## config.mk

```make
export PLATFORM = sky130hd
export DESIGN_NAME = sonar_sequencer
export DESIGN_NICKNAME = d
export VERILOG_FILES = /design/src/rtl/sonar_sequencer.sv
export SDC_FILE = /design/constraint.sdc
export NUM_CORES = 1
export LEC_CHECK = 0
export BUFFER_PORTS_ARGS = -buffer_cell sky130_fd_sc_hd__buf_2
export CAP_MARGIN = 20
export CORE_MARGIN = 2
export CORE_UTILIZATION = 59
export CTS_CLUSTER_SIZE = 10
export DETAILED_ROUTE_END_ITERATION = 8
export PLACE_DENSITY = 0.8
export SLEW_MARGIN = 30
export SYNTH_ARGS = -nofsm -noshare
export SYNTH_HDL_FRONTEND = slang
export SYNTH_SLANG_ARGS = --single-unit
```

## constraint.sdc

```tcl
create_clock -name clk -period 5 [get_ports clk]
set_input_delay 1 -clock clk [delete_from_list [all_inputs] [get_ports clk]]
set_output_delay 1 -clock clk [all_outputs]
set_load 0.01 [all_outputs]
```

## src/rtl/sonar_sequencer.sv

```systemverilog
// rtl/sonar_sequencer.sv - round-robin sonar trigger/echo timing sequencer

module sonar_ripple_add14 (
    input  logic [13:0] a,
    input  logic [13:0] b,
    input  logic        c_in,
    output logic [13:0] sum,
    output logic        c_out
);
    logic carry;

    always_comb begin
        carry = c_in;
        sum   = '0;
        for (int i = 0; i < 14; i++) begin
            sum[i] = a[i] ^ b[i] ^ carry;
            carry  = (a[i] & b[i]) | (carry & (a[i] ^ b[i]));
        end
        c_out = carry;
    end
endmodule

module sonar_sequencer #(
    parameter int N_SONARS     = 4,
    parameter int TICK_DIV     = 50,
    parameter int TRIG_TICKS   = 10,
    parameter int RISE_TIMEOUT = 1000,
    parameter int GAP_TICKS    = 10000
) (
    input  logic                clk,
    input  logic                reset,
    input  logic                enable,
    input  logic [N_SONARS-1:0] echo,
    output logic [N_SONARS-1:0] trig,
    output logic [13:0]         dist_data,
    output logic [2:0]          dist_id,
    output logic                dist_valid,
    output logic                dist_timeout,
    output logic                busy
);
    localparam int PW = $clog2(TICK_DIV);

    typedef enum logic [2:0] {
        S_IDLE,
        S_TRIG,
        S_WAIT_RISE,
        S_MEASURE,
        S_GAP
    } state_t;

    state_t              state, state_d;
    logic [N_SONARS-1:0] echo_m, echo_s, echo_q;
    logic [N_SONARS-1:0] trig_d;
    logic [2:0]          idx, idx_d;
    logic [PW-1:0]       presc;
    logic                tick;
    logic [15:0]         tick_cnt;
    logic [13:0]         width, width_sum;
    logic                width_co, ovf, ovf_set;
    logic                sel_now, sel_prev, rise, fall;
    logic                pub, pub_timeout, width_clr;
    logic [13:0]         pub_data;

    sonar_ripple_add14 u_width_add (
        .a     (width),
        .b     (14'd1),
        .c_in  (1'b0),
        .sum   (width_sum),
        .c_out (width_co)
    );

    assign tick    = (presc == PW'(TICK_DIV - 1));
    assign busy    = (state != S_IDLE);
    assign ovf_set = (state == S_MEASURE) && tick && width_co && !ovf;
    assign rise    = sel_now && !sel_prev;
    assign fall    = !sel_now && sel_prev;

    // Only the selected sonar's synchronised echo is examined
    always_comb begin
        sel_now  = 1'b0;
        sel_prev = 1'b0;
        for (int i = 0; i < N_SONARS; i++) begin
            if (idx == 3'(i)) begin
                sel_now  = echo_s[i];
                sel_prev = echo_q[i];
            end
        end
    end

    always_comb begin
        state_d     = state;
        idx_d       = idx;
        pub         = 1'b0;
        pub_timeout = 1'b0;
        pub_data    = width;
        width_clr   = 1'b0;
        case (state)
            S_IDLE: begin
                if (enable) state_d = S_TRIG;
            end
            S_TRIG: begin
                if (tick && tick_cnt == 16'(TRIG_TICKS - 1)) state_d = S_WAIT_RISE;
            end
            S_WAIT_RISE: begin
                if (rise) begin
                    state_d   = S_MEASURE;
                    width_clr = 1'b1;
                end else if (tick && tick_cnt == 16'(RISE_TIMEOUT - 1)) begin
                    pub         = 1'b1;
                    pub_timeout = 1'b1;
                    pub_data    = 14'h3FFF;
                    state_d     = S_GAP;
                end
            end
            S_MEASURE: begin
                if (fall) begin
                    pub         = 1'b1;
                    pub_timeout = ovf;
                    pub_data    = ovf ? 14'h3FFF : width;
                    state_d     = S_GAP;
                end else if (ovf && tick && tick_cnt == 16'(RISE_TIMEOUT - 1)) begin
                    pub         = 1'b1;
                    pub_timeout = 1'b1;
                    pub_data    = 14'h3FFF;
                    state_d     = S_GAP;
                end
            end
            S_GAP: begin
                if (tick && tick_cnt == 16'(GAP_TICKS - 1)) begin
                    idx_d   = (idx == 3'(N_SONARS - 1)) ? 3'd0 : idx + 3'd1;
                    state_d = enable ? S_TRIG : S_IDLE;
                end
            end
            default: state_d = S_IDLE;
        endcase
    end

    // Trigger follows the next state so it is high for exactly the TRIG dwell
    always_comb begin
        trig_d = '0;
        for (int i = 0; i < N_SONARS; i++) begin
            trig_d[i] = (state_d == S_TRIG) && (idx_d == 3'(i));
        end
    end

    always_ff @(posedge clk or posedge reset) begin
        if (reset) begin
            state        <= S_IDLE;
            idx          <= 3'd0;
            echo_m       <= '0;
            echo_s       <= '0;
            echo_q       <= '0;
            trig         <= '0;
            presc        <= '0;
            tick_cnt     <= 16'd0;
            width        <= 14'd0;
            ovf          <= 1'b0;
            dist_data    <= 14'd0;
            dist_id      <= 3'd0;
            dist_valid   <= 1'b0;
            dist_timeout <= 1'b0;
        end else begin
            echo_m <= echo;
            echo_s <= echo_m;
            echo_q <= echo_s;
            state  <= state_d;
            idx    <= idx_d;
            trig   <= trig_d;

            if (state_d != state || tick) presc <= '0;
            else                          presc <= presc + PW'(1);

            // Restarting the tick count at overflow times the post-saturation wait
            if (state_d != state || ovf_set) tick_cnt <= 16'd0;
            else if (tick)                   tick_cnt <= tick_cnt + 16'd1;

            if (width_clr) begin
                width <= 14'd0;
                ovf   <= 1'b0;
            end else if (state == S_MEASURE && tick) begin
                if (width_co) ovf   <= 1'b1;
                else          width <= width_sum;
            end

            dist_valid <= pub;
            if (pub) begin
                dist_data    <= pub_data;
                dist_id      <= idx;
                dist_timeout <= pub_timeout;
            end
        end
    end
endmodule

```

; ---- After elaboration in Yosys (flattened, before gate mapping)
; Cells that the tools add are included.
; W data, S select, Z words.
[totals]
ff_bits = 78
in_bits = 7
out_inout_bits = 24
wordCells = 133
[classes]
add_sub_neg = 3
n_eq_ne = 17
n_mux = 44
bitwise = 27
n_reduce_logical = 28
[op_table]
columns = operator, n
row1 = $mux W14, 8
row2 = $mux W16, 2
row3 = $mux W3, 10
row4 = $pmux W14 S2, 1
row5 = $mux W1, 19
row6 = $eq A3 B2 Y1 const B, 6
row7 = $add A16 B1 Y16 const B, 1
row8 = $eq A16 B10 Y1 const B, 1
row9 = $eq A16 B14 Y1 const B, 1
row10 = $eq A16 B4 Y1 const B, 1
row11 = $pmux W3 S5, 1
row12 = $logic_and A1 B1 Y1, 14
row13 = $and A1 B1 Y1, 13
row14 = $xor A1 B1 Y1, 13
row15 = $eq A3 B1 Y1 const B, 4
row16 = $logic_not A3 Y1, 3
row17 = $add A6 B1 Y6 const B, 1
row18 = $eq A6 B6 Y1 const B, 1
row19 = $mux W6, 1
row20 = $reduce_bool A2 Y1, 3
row21 = $pmux W1 S2, 2
row22 = $reduce_and A2 Y1, 2
row23 = $add A3 B1 Y3 const B, 1
row24 = $eq A3 B3 Y1 const B, 1
row25 = other kinds (6), 9

; ---- Logic depth before layout (Yosys ltp)
; Gate-level depths: netlist of run 1.
[logic_depth]
depth_word = 17
depth_mapped = 18
mapped_depth_nobuf = 18

; ---- Cells and area by module
; Synthesis of run 1 repeated with hierarchy kept, for this count alone.
[hier_totals]
hier_cells = 368
hier_area_um2 = 3828.7
[modules_own_cells]
columns = module, n_inst, cells_per_inst, area_per_inst_um2, seq_area_each_um2
row1 = sonar_sequencer, 1, 344, 3510.9, 1951.9
row2 = sonar_ripple_add14, 1, 24, 317.8, 0.0

; ---- Least setup slack after synthesis of run 1
; OpenSTA, ideal clock, no wires.
[synth_path]
kind = register to register
from = register width[0]
to = register width[1]
setup_time_ps = 78
arrival_ps = 3591
t_required_ps = 4922
slack_ps = 1331
path_stages_with_launch = 18
path_buffers = 1
synth_period_minus_slack_ps = 3669
cell_sequence = dfrtp_1 -> ha_1 -> ha_1 -> ha_1 -> ha_1 -> ha_1 -> ha_1 -> ha_1 -> ha_1 -> ha_1 -> ha_1 -> ha_1 -> ha_1 -> ha_1 -> nor3_1 -> clkbuf_1 -> nand2_1 -> a21oi_1
[synth_between]
elab_chain_cells = 15
elab_cells_between_ends = 19
classes_between = eq/ne (1) / mux (3) / bitwise (14) / reduce/logical (1)
[synth_rtl]
columns = item, line_no
row1 = from (decl), 58  ; logic [13:0] width, width_sum;
row2 = from (signal assigned), 182  ; else width <= width_sum;
row3 = $and A1 B1 Y1 (13 in series), 17  ; carry = (a[i] & b[i]) | (carry & (a[i] ^ b[i]));
row4 = $ne A2 B1 Y1 (no line), --
row5 = $reduce_and A2 Y1 (no line), --
; Parallel ways exist; a longest one is shown, timed or not. The select of a mux whose other input is x is not followed.
; A chain may end at the register's enable or synchronous reset.

; ---- Worst setup path in the final report of run 1
[layout_path]
from = register width[0]
to = register width[3]
[layout_between]
elab_chain_cells = 15
elab_cells_between_ends = 19
classes_between = eq/ne (1) / mux (3) / bitwise (14) / reduce/logical (1)
[layout_rtl]
columns = item, line_no
row1 = $and A1 B1 Y1 * (2 in series), 17
row2 = $and A1 B1 Y1 (11 in series), 17
row3 = $ne A2 B1 Y1 (no line), --
row4 = $reduce_and A2 Y1 (no line), --
; Mark *: on every way between the ends. The rest lies on a longest branch, timed or not. The select of a mux whose other input is x is not followed.

==> flow_metrics.py, run 1 <==
metrics = {
    "synthesis": {
        "synth_edf_count": 0,
        "syn_avg_cell_area_um2": 10.38,
        "ys_types": 57,
        "yosysMostFrequentCell": "dfrtp_1",
        "synth_flop_cell": "dfrtp_1",
        "syn_nets": 396,
        "synthTopCellsByArea": "dfrtp_1 51%, ha_1 6.9%, nand2_1 4.3%",
        "yosysWarnings": 0,
        "yosysTopAreaCell": "dfrtp_1",
        "synth_seq_cells": 78,
        "synthTopCellsByCount": "78 x dfrtp_1, 44 x nand2_1, 31 x nor2_1, 29 x nand3_1, 21 x ha_1",
        "yosysSeqAreaShare": 0.5108,
        "synth_cells": 368,
        "ys_async_sr_fraction": 1.000,
        "syn-cell-area_um2": 3821,
        "synth_top_area_frac": 0.5108,
    },
    "sta": {
        "post-route-min-period_ns": 3.789,
        "tightest_slew_ns": 0.8161,
        "clock_skew_ns": 0.01099,
        "post-route-period-util": 0.7579,
        "drv_slew": 0,
        "fmax_ghz": 0.2639,
        "setup_violations": 0,
        "tns_ns": 0,
        "rsz0062_at_grt": "no",
        "maxSlewHeadroom": 0.4559,
        "hold_viol": 0,
    },
    "placement": {
        "gp_congestion": 0.8775,
        "dpl.hpwl_um": 4974,
        "portBuffers": 30,
        "postPlaceCellArea_um2": 3994,
    },
    "final_layout": {
        "n_antenna_cell": 0,
        "areaGrowthSynthToFinish_pct": 9.725,
        "drive_above_1_share": 0.1746,
        "fin_nets": 424,
        "final_area_um2": 4193,
    },
    "routing": {
        "via_count": 2773,
        "drt-wirelength-per-cell_um": 14.95,
        "remaining_drc_errors": 0,
        "postRouteAntennaNets": 0,
        "first_pass_iters": 4,
        "viasPerCell": 5.801,
        "drt-initial-drc-count": 208,
        "totalWireLength_um": 7145,
    },
    "clock_tree": {
        "post_cts_resized": 0,
        "cts_setup_buffers": 0,
        "clock-sinks": 78,
        "clockBufferDepth": 2,
        "ctsHtreeMaxLevel": 3,
        "ctsHoldBuffers": 0,
        "numCtsBuffers": 9,
        "clock_latency_ns": 0.35,
        "ctsRootBufferMaster": "clkbuf_8",
        "clkTransAtPathRegs_ns": 0.09,
        "cts_tree": "built",
    },
    "critical_path": {
        "critical_path_class": "flop to flop",
        "crit_path_top_delay_cell": "or3_1",
        "crit_family": "adder cells",
        "worstPathArrival_ns": 4.00,
        "crit_chain": "ha_1, ha_1, ha_1, ha_1, ha_1, ha_1, ha_1, ha_1, ha_1, ha_1, ha_1, ha_1, ha_1, or3_1, nand2_1, a21oi_1",
        "start_kind": "flop",
        "worstPathRequired_ns": 5.21,
        "path_buf_inv": 0,
        "critPathMaxStageDelay_ns": 0.58,
        "crit_top_cell": "ha_1",
        "crit_path_max_fanout": 13,
        "endpoint_kind": "flop",
    },
    "global_routing": {
        "met1_usage": 0.2942,
        "grt_busiest_layer": "met2",
        "grt_pass1_wl_um": 12460,
        "grt_pass1_vias": 2735,
        "met3_usage": 0.05310,
        "grt_overflow": 0,
        "grt.total_usage": 0.2171,
        "antenna_found_initial": 0,
        "grt_use_met2": 0.3485,
        "grt_max_degree": 42,
    },
    "floorplan": {
        "io_pins": 31,
        "core_region_area_um2": 6314,
        "start_util": 0.6052,
        "die_area_um2": 7136,
        "die_y_um": 84.48,
        "rows": 29,
        "fp.dieW_um": 84.48,
    },
    "job": {
        "drv_cap": 0,
    },
    "outcome": {
        "status": "complete, no violations",
    },
    "pwr": {
        "vdd_drop_max_v": 0.0002460,
        "power_density_nw_per_um2": 267.8,
        "p_leak_uw": 0.002058,
    },
    "min_path": {
        "hold_class": "flop to flop",
    },
}
-- layout by cell type, fill, tap and decap left out, drive strengths merged, types with 4 or more instances in the layout --
cell    count
nand3      29
nor4        7
ha         21
xnor2      12
o21ai       6
nand4       5
a21oi      18
buf        33
dfrtp      78
nor3        6
nor4b       4
nand2      45
o22a       14
nor2       40
inv        13
xor2        8
clkbuf     10
-- routing by layer --
layer / routed length [µm] / vias to the layer above
met5: 0 / -
met4: 91 / 0
met3: 244 / 9
met2: 3423 / 52
met1: 3386 / 1363
li1: - / 1349
-- worst paths after layout --
| check | from | end | slack, ns | cells after the start |
|---|---|---|---|---|
| max | width[0]$_DFFE_PP0P_ | width[3]$_DFFE_PP0P_ | 1.21 | 16 |
| min | echo_m[0]$_DFF_PP0_ | echo_s[0]$_DFF_PP0_ | 0.35 | 0 |
| max reg2reg | width[0]$_DFFE_PP0P_ | width[3]$_DFFE_PP0P_ | 1.21 | 16 |
| min reg2reg | echo_m[0]$_DFF_PP0_ | echo_s[0]$_DFF_PP0_ | 0.35 | 0 |
| max in group asynchronous | reset | tick_cnt[13]$_DFFE_PP0P_ | 3.21 | 3 |
| min in group asynchronous | reset | width[2]$_DFFE_PP0P_ | 0.78 | 2 |
-- sequential cells by signal (all words and copies together) (netlist names) --
| register | count |
|---|---|
| trig | 4 |
| echo_s | 4 |
| presc | 6 |
| dist_data | 14 |
| width | 14 |
| echo_m | 4 |
| echo_q | 4 |
| state | 3 |
| tick_cnt | 16 |
| dist_id | 3 |
| dist_valid | 1 |
| idx | 3 |
| ovf | 1 |
| dist_timeout | 1 |
-- where the power goes --
part | switching [µW] | total [µW] | leakage, µW | internal (µW)
Sequential | 1.64 | 637 | 0.00104 | 635
Combinational | 15.2 | 19.0 | 0.000922 | 3.73
Clock | 233 | 467 | 0.0000931 | 234
Total | 250 | 1120 | 0.00206 | 873
-- logic make-up (layout without fill, tap and decap cells) --
family,count (synthesis),after routing,synth area share
muxes,4,4,0.01146
AOI/OAI and AO/OA,53,53,0.09988
DFF,78,78,0.5108
buffers and inverters,29,62,0.03798
adders and majority gates,21,21,0.06876
xor gates and xnor gates,20,20,0.04584
and+or+nand+nor,163,163,0.2253
-- cell type report --
class                      count  area [µm²]
multi-input combinational    261        1724
sequential                    78        1952
fill                         516        2121
tap                           77       96.34
clock buffer                  10       127.6
clock inverter                 6       71.32
inverter                      13       48.80
timing repair buffer          33       172.7
-- stage by stage --
step,util,total power (µW),hold WS [ns],setup slack [ns],cells
floorplan,-,661.3,0.3312,1.331,368
global placement,0.6326,668.4,0.3342,1.315,462
detailed placement,0.6326,669.2,0.3364,1.253,462
CTS,0.6641,1133,0.3538,1.208,478
global route,0.6641,1161,0.3633,0.9577,478
finish,0.6641,1123,0.3479,1.211,478
No activity file was read; power rests on OpenSTA's default activity.
==> run 2, diff against run 1 <==
clock period = 3.6 ns   (was 5 ns; I/O delays follow)
==> run 2 against run 1 <==
Effect of this change:
- register-to-register slack worse by 1.1 ns
- largest cell class unchanged
- critical path type unchanged
- worst setup slack worse by 1.1 ns
- non-clock buffer count grew 11
- sequential share of layout area decreased by 1.8 points
- fmax grew 7.4%
- cell area up 4.0%
- sequential power increased by 39%
==> flow_metrics.py, run 2 (synthesis gave the netlist of run 1 again) <==
metrics = {
    "sta": {
        "clock_skew_ns": 0.01048,
        "tightest_slew_ns": 0.7678,
        "drv_slew": 0,
        "post-route-min-period_ns": 3.528,
        "setup_violations": 0,
        "post-route-period-util": 0.9801,
        "hold_viol": 0,
        "maxSlewHeadroom": 0.4842,
        "fmax_ghz": 0.2834,
    },
    "final_layout": {
        "n_antenna_cell": 0,
        "final_core_util": 0.6906,
        "fin_cells": 489,
        "top_register": "tick_cnt",
        "largest_reg_flops": 16,
        "drive_above_1_share": 0.2282,
        "areaGrowthSynthToFinish_pct": 14.11,
        "largestRegisters": "tick_cnt x16, dist_data x14, width x14",
        "fin_nets": 435,
        "final_common_cell": "dfrtp_1",
        "layout_common_cells": "78 x dfrtp_1, 44 x nand2_1, 31 x nor2_1, 30 x buf_2, 29 x nand3_1",
    },
    "clock_tree": {
        "clkTransAtPathRegs_ns": 0.08,
        "cts_tree": "built",
        "clockBufferDepth": 2,
        "numCtsBuffers": 9,
        "ctsRootBufferMaster": "clkbuf_8",
        "clock-sinks": 78,
        "ctsHtreeMaxLevel": 3,
        "clock_latency_ns": 0.35,
    },
    "pwr": {
        "p_leak_uw": 0.002106,
        "power_density_nw_per_um2": 361.2,
        "power_uw": 1575,
        "vdd_drop_max_v": 0.0002441,
    },
    "routing": {
        "highest_layer": "met4",
        "wl_met3_um": 325,
        "routed-wl-met2_um": 3736,
        "drt-initial-drc-count": 257,
        "viasPerCell": 5.804,
        "postRouteAntennaNets": 0,
        "drt-wirelength-per-cell_um": 15.22,
        "via_count": 2838,
        "remaining_drc_errors": 0,
        "first_pass_iters": 4,
        "drt-met1-wl_um": 3305,
        "totalWireLength_um": 7442,
    },
    "floorplan": {
        "die_y_um": 84.48,
        "die_area_um2": 7136,
        "fp.dieW_um": 84.48,
        "start_util": 0.6052,
        "core_region_area_um2": 6314,
        "rows": 29,
        "io_pins": 31,
    },
    "placement": {
        "portBuffers": 30,
        "dp_cells": 470,
        "gp_congestion": 0.8445,
        "dpl.hpwl_um": 5044,
    },
    "critical_path": {
        "start_kind": "flop",
        "worstPathArrival_ns": 3.74,
        "critical_path_class": "flop to flop",
        "endpoint_kind": "flop",
        "crit_path_max_fanout": 7,
        "worstPathRequired_ns": 3.81,
    },
    "global_routing": {
        "grt.total_usage": 0.2184,
        "grt_pass1_wl_um": 12480,
        "grt_overflow": 0,
        "grt_max_degree": 32,
        "antenna_found_initial": 0,
        "grt_pass1_vias": 2715,
    },
    "min_path": {
        "hold_class": "flop to flop",
    },
    "job": {
        "drv_cap": 0,
    },
    "outcome": {
        "status": "complete, no violations",
    },
}
-- run 2: cell count changes in the layout (fill, tap and decap cells not counted), sizes merged --
cell,change
buf,+11
clkinvlp,+1
clkinv,-1
-- run 2: per-stage QoR --
stage / hold WS [ns] / setup WS (ns) / area, µm² / TNS (ns)
after global routing: 0.3456 / -0.04477 / 4360 / -0.3411
after global placement: 0.3351 / 0.07739 / 4071 / 0
after detailed placement: 0.3371 / -0.04013 / 4071 / -0.04056
final: 0.3434 / 0.07172 / 4360 / 0
after CTS: 0.3450 / 0.01799 / 4319 / 0
after floorplan: 0.3312 / 0.03142 / 3826 / 0
-- run 2: final timing paths --
check                                     start                     to  slack [ns]  depth (start not counted)
max in group asynchronous                 reset  width[10]$_DFFE_PP0P_        2.39                          3
max reg2reg                width[0]$_DFFE_PP0P_   width[0]$_DFFE_PP0P_        0.07                         18
min reg2reg                 echo_m[0]$_DFF_PP0_    echo_s[0]$_DFF_PP0_        0.34                          0
min in group asynchronous                 reset       idx[1]$_DFF_PP0_        0.43                          2
min                         echo_m[0]$_DFF_PP0_    echo_s[0]$_DFF_PP0_        0.34                          0
max                        width[0]$_DFFE_PP0P_   width[0]$_DFFE_PP0P_        0.07                         18
-- run 2: worst max-delay path, stage by stage, from the launching register on --
cell and delay, ns:
dfrtp_1 0.40, ha_2 0.18, ha_2 0.17, ha_2 0.17
ha_1 0.18, ha_1 0.18, ha_1 0.18, ha_2 0.17
ha_2 0.16, ha_1 0.18, ha_1 0.18, ha_1 0.18
ha_2 0.17, ha_2 0.17, buf_4 0.14, nor3_4 0.23
buf_6 0.17, xnor2_2 0.11, nor2_1 0.06
-- run 2: area by class of cell --
| cell class | count | area, µm² |
|---|---|---|
| multi-input cells | 261 | 1773 |
| clock inverters | 6 | 70.07 |
| inverters | 13 | 48.80 |
| repair buffers | 44 | 282.8 |
| fillers | 469 | 1953 |
| well taps | 77 | 96.34 |
| flip-flops and latches | 78 | 1952 |
| clock buffers | 10 | 137.6 |
-- run 2: timing repair --
item | CTS | global route
resized for setup | 7 | 10
setup buffers | 1 | 1
endpoints found under the setup margin | 14 | 30
endpoints found under the hold margin | 0 | 0
hold buffers | 0 | 0
gates cloned | 1 | 0
pin swaps | 1 | 4
-- run 2: metal layers --
metal  track usage  up-vias
met5             0        -
li1              -     1367
met3       0.04720        7
met2        0.3651       79
met1        0.2773     1385
met4       0.09091        0
-- run 2: power breakdown --
part | switching, µW | internal (µW)
sequential | 2.33 | 882
combinational | 20.9 | 5.89
clock | 322 | 342
==> run 3, diff against run 2 <==
CAP_MARGIN = default   (was 20)
CTS_BUF_LIST = sky130_fd_sc_hd__clkbuf_16   (was default)
==> run 3 against run 2 <==
Effect of this change:
- fmax grew 0.90%
- power grew 14%
- flip-flop and latch count is the same
- largest cell class unchanged
- highest routed layer unchanged
==> flow_metrics.py, run 3 (synthesis gave the netlist of run 1 again) <==
metrics = {
    "sta": {
        "fin_ws_ns": 0.1033,
        "tns_ns": 0,
        "post-route-period-util": 0.9713,
        "hold_viol": 0,
        "holdWs_ns": 0.3428,
        "setup_violations": 0,
        "fmax_ghz": 0.2860,
        "clock_skew_ns": 0.007466,
        "drv_slew": 0,
        "rsz0062_at_grt": "no",
        "post-route-min-period_ns": 3.497,
        "maxSlewHeadroom": 0.5083,
        "tightest_slew_ns": 0.7319,
    },
    "critical_path": {
        "critical_path_class": "flop to flop",
        "crit_top_cell": "ha_2",
        "critPathMaxStageDelay_ns": 0.39,
        "crit_path_max_fanout": 7,
        "crit_path_top_delay_cell": "dfrtp_1",
        "worstPathArrival_ns": 3.69,
        "worstPathRequired_ns": 3.79,
        "crit_family": "adder cells",
        "endpoint_kind": "flop",
        "crit_chain": "ha_2, ha_2, ha_2, ha_1, ha_1, ha_1, ha_2, ha_2, ha_1, ha_1, ha_1, ha_2, ha_2, buf_4, nor3_4, buf_6, xnor2_2, nor2_1",
        "path_buf_inv": 2,
        "start_kind": "flop",
    },
    "routing": {
        "totalWireLength_um": 7499,
        "remaining_drc_errors": 0,
        "drt-wirelength-per-cell_um": 15.34,
        "drt-initial-drc-count": 288,
        "first_pass_iters": 5,
        "viasPerCell": 5.840,
        "postRouteAntennaNets": 0,
        "via_count": 2856,
    },
    "clock_tree": {
        "numCtsBuffers": 9,
        "clock_latency_ns": 0.33,
        "clkTransAtPathRegs_ns": 0.06,
        "ctsHtreeMaxLevel": 3,
        "clockBufferDepth": 2,
        "ctsRootBufferMaster": "clkbuf_16",
        "clock-sinks": 78,
        "cts_tree": "built",
    },
    "final_layout": {
        "drive_above_1_share": 0.2257,
        "largest_reg_flops": 16,
        "top_register": "tick_cnt",
        "fillers": 439,
        "multi_input_area_um2": 1773,
        "fin_nets": 435,
        "layout_common_cells": "78 x dfrtp_1, 44 x nand2_1, 31 x nor2_1, 30 x buf_2, 29 x nand3_1",
        "final_core_util": 0.7051,
        "regArea_um2": 1952,
        "final_common_cell": "dfrtp_1",
        "n_antenna_cell": 0,
        "areaGrowthSynthToFinish_pct": 16.50,
        "largestRegisters": "tick_cnt x16, dist_data x14, width x14",
    },
    "global_routing": {
        "grt.total_usage": 0.2235,
        "antenna_found_initial": 0,
        "grt_max_degree": 32,
        "grt_pass1_vias": 2746,
        "grt_pass1_wl_um": 12810,
        "grt_overflow": 0,
    },
    "pwr": {
        "vdd_drop_max_v": 0.0004125,
        "internal-power_uw": 1427,
        "switching_share": 0.2082,
        "combPwrFrac": 0.015,
        "p_leak_uw": 0.002146,
        "power_switching_uw": 375.1,
        "seqPwrFrac": 0.492,
        "power_uw": 1802,
        "p_clk_frac": 0.493,
        "power_density_nw_per_um2": 404.7,
    },
    "floorplan": {
        "core_region_area_um2": 6314,
        "fp.dieW_um": 84.48,
        "start_util": 0.6052,
        "die_y_um": 84.48,
        "die_area_um2": 7136,
        "io_pins": 31,
        "rows": 29,
    },
    "min_path": {
        "hold_class": "flop to flop",
    },
    "placement": {
        "gp_congestion": 0.8445,
        "dpl.hpwl_um": 5044,
        "portBuffers": 30,
        "dp_slack_ns": -0.04013,
    },
    "job": {
        "drv_cap": 0,
    },
    "outcome": {
        "status": "complete, no violations",
    },
}
==> run 3: cell types whose count changed in the layout (fill, tap and decap cells not counted), sizes merged <==
cell	delta
clkinv	+1
clkbuf	-1
==> run 3: worst paths after layout <==
path	from	to	slack (ns)	depth (start not counted)
min reg2reg	echo_m[1]$_DFF_PP0_	echo_s[1]$_DFF_PP0_	0.34	0
min	echo_m[1]$_DFF_PP0_	echo_s[1]$_DFF_PP0_	0.34	0
max	width[1]$_DFFE_PP0P_	width[0]$_DFFE_PP0P_	0.10	18
max in group asynchronous	reset	dist_data[11]$_DFFE_PP0P_	2.38	3
min in group asynchronous	reset	dist_id[0]$_DFFE_PP0P_	0.46	2
max reg2reg	width[1]$_DFFE_PP0P_	width[0]$_DFFE_PP0P_	0.10	18
==> run 3: power by group through the flow <==
| stage | sequential, µW | clock (µW) | combinational [µW] |
|---|---|---|---|
| detailed placement | 902 | 0 | 28.0 |
| CTS | 886 | 904 | 28.4 |
| global route | 886 | 942 | 32.4 |
| finish | 886 | 889 | 27.2 |
| global placement | 902 | 0 | 27.3 |
| floorplan | 901 | 0 | 17.2 |
==> run 3: area by class of cell <==
cell class,count,share of cell area
flip-flops and latches,78,0.4384
multi-input cells,261,0.3983
repair buffers,44,0.06352
clock buffers,9,0.05059
well taps,77,0.02164
clock inverters,7,0.01658
inverters,13,0.01096
==> run 3: routing by layer <==
layer  part of all wire  GRT usage  vias up
li1                   -          -     1374
met1               0.43     0.2870     1389
met2               0.50     0.3672       78
met3              0.047    0.05211       15
met4              0.018    0.09235        0
met5                  0          0        -
==> run 3: per-stage QoR <==
step	instances	area (µm²)
final	489	4452
after global routing	489	4452
after CTS	488	4410
after detailed placement	470	4071
after global placement	470	4071
after floorplan	368	3826
==> run 3: timing repair <==
item	4_1_cts	5_1_grt
hold buffers	0	0
setup endpoints to repair	11	24
gates cloned	1	0
pin swaps	1	3
resized for setup	7	10
setup buffers	1	1
==> run 3: worst register-to-register path, stage by stage (launching register included) <==
cell,delay (ns)
dfrtp_1,0.39
ha_2,0.19
ha_2,0.17
ha_2,0.17
ha_1,0.18
ha_1,0.19
ha_1,0.18
ha_2,0.17
ha_2,0.16
ha_1,0.18
ha_1,0.18
ha_1,0.18
ha_2,0.17
ha_2,0.17
buf_4,0.14
nor3_4,0.23
buf_6,0.17
xnor2_2,0.10
nor2_1,0.05
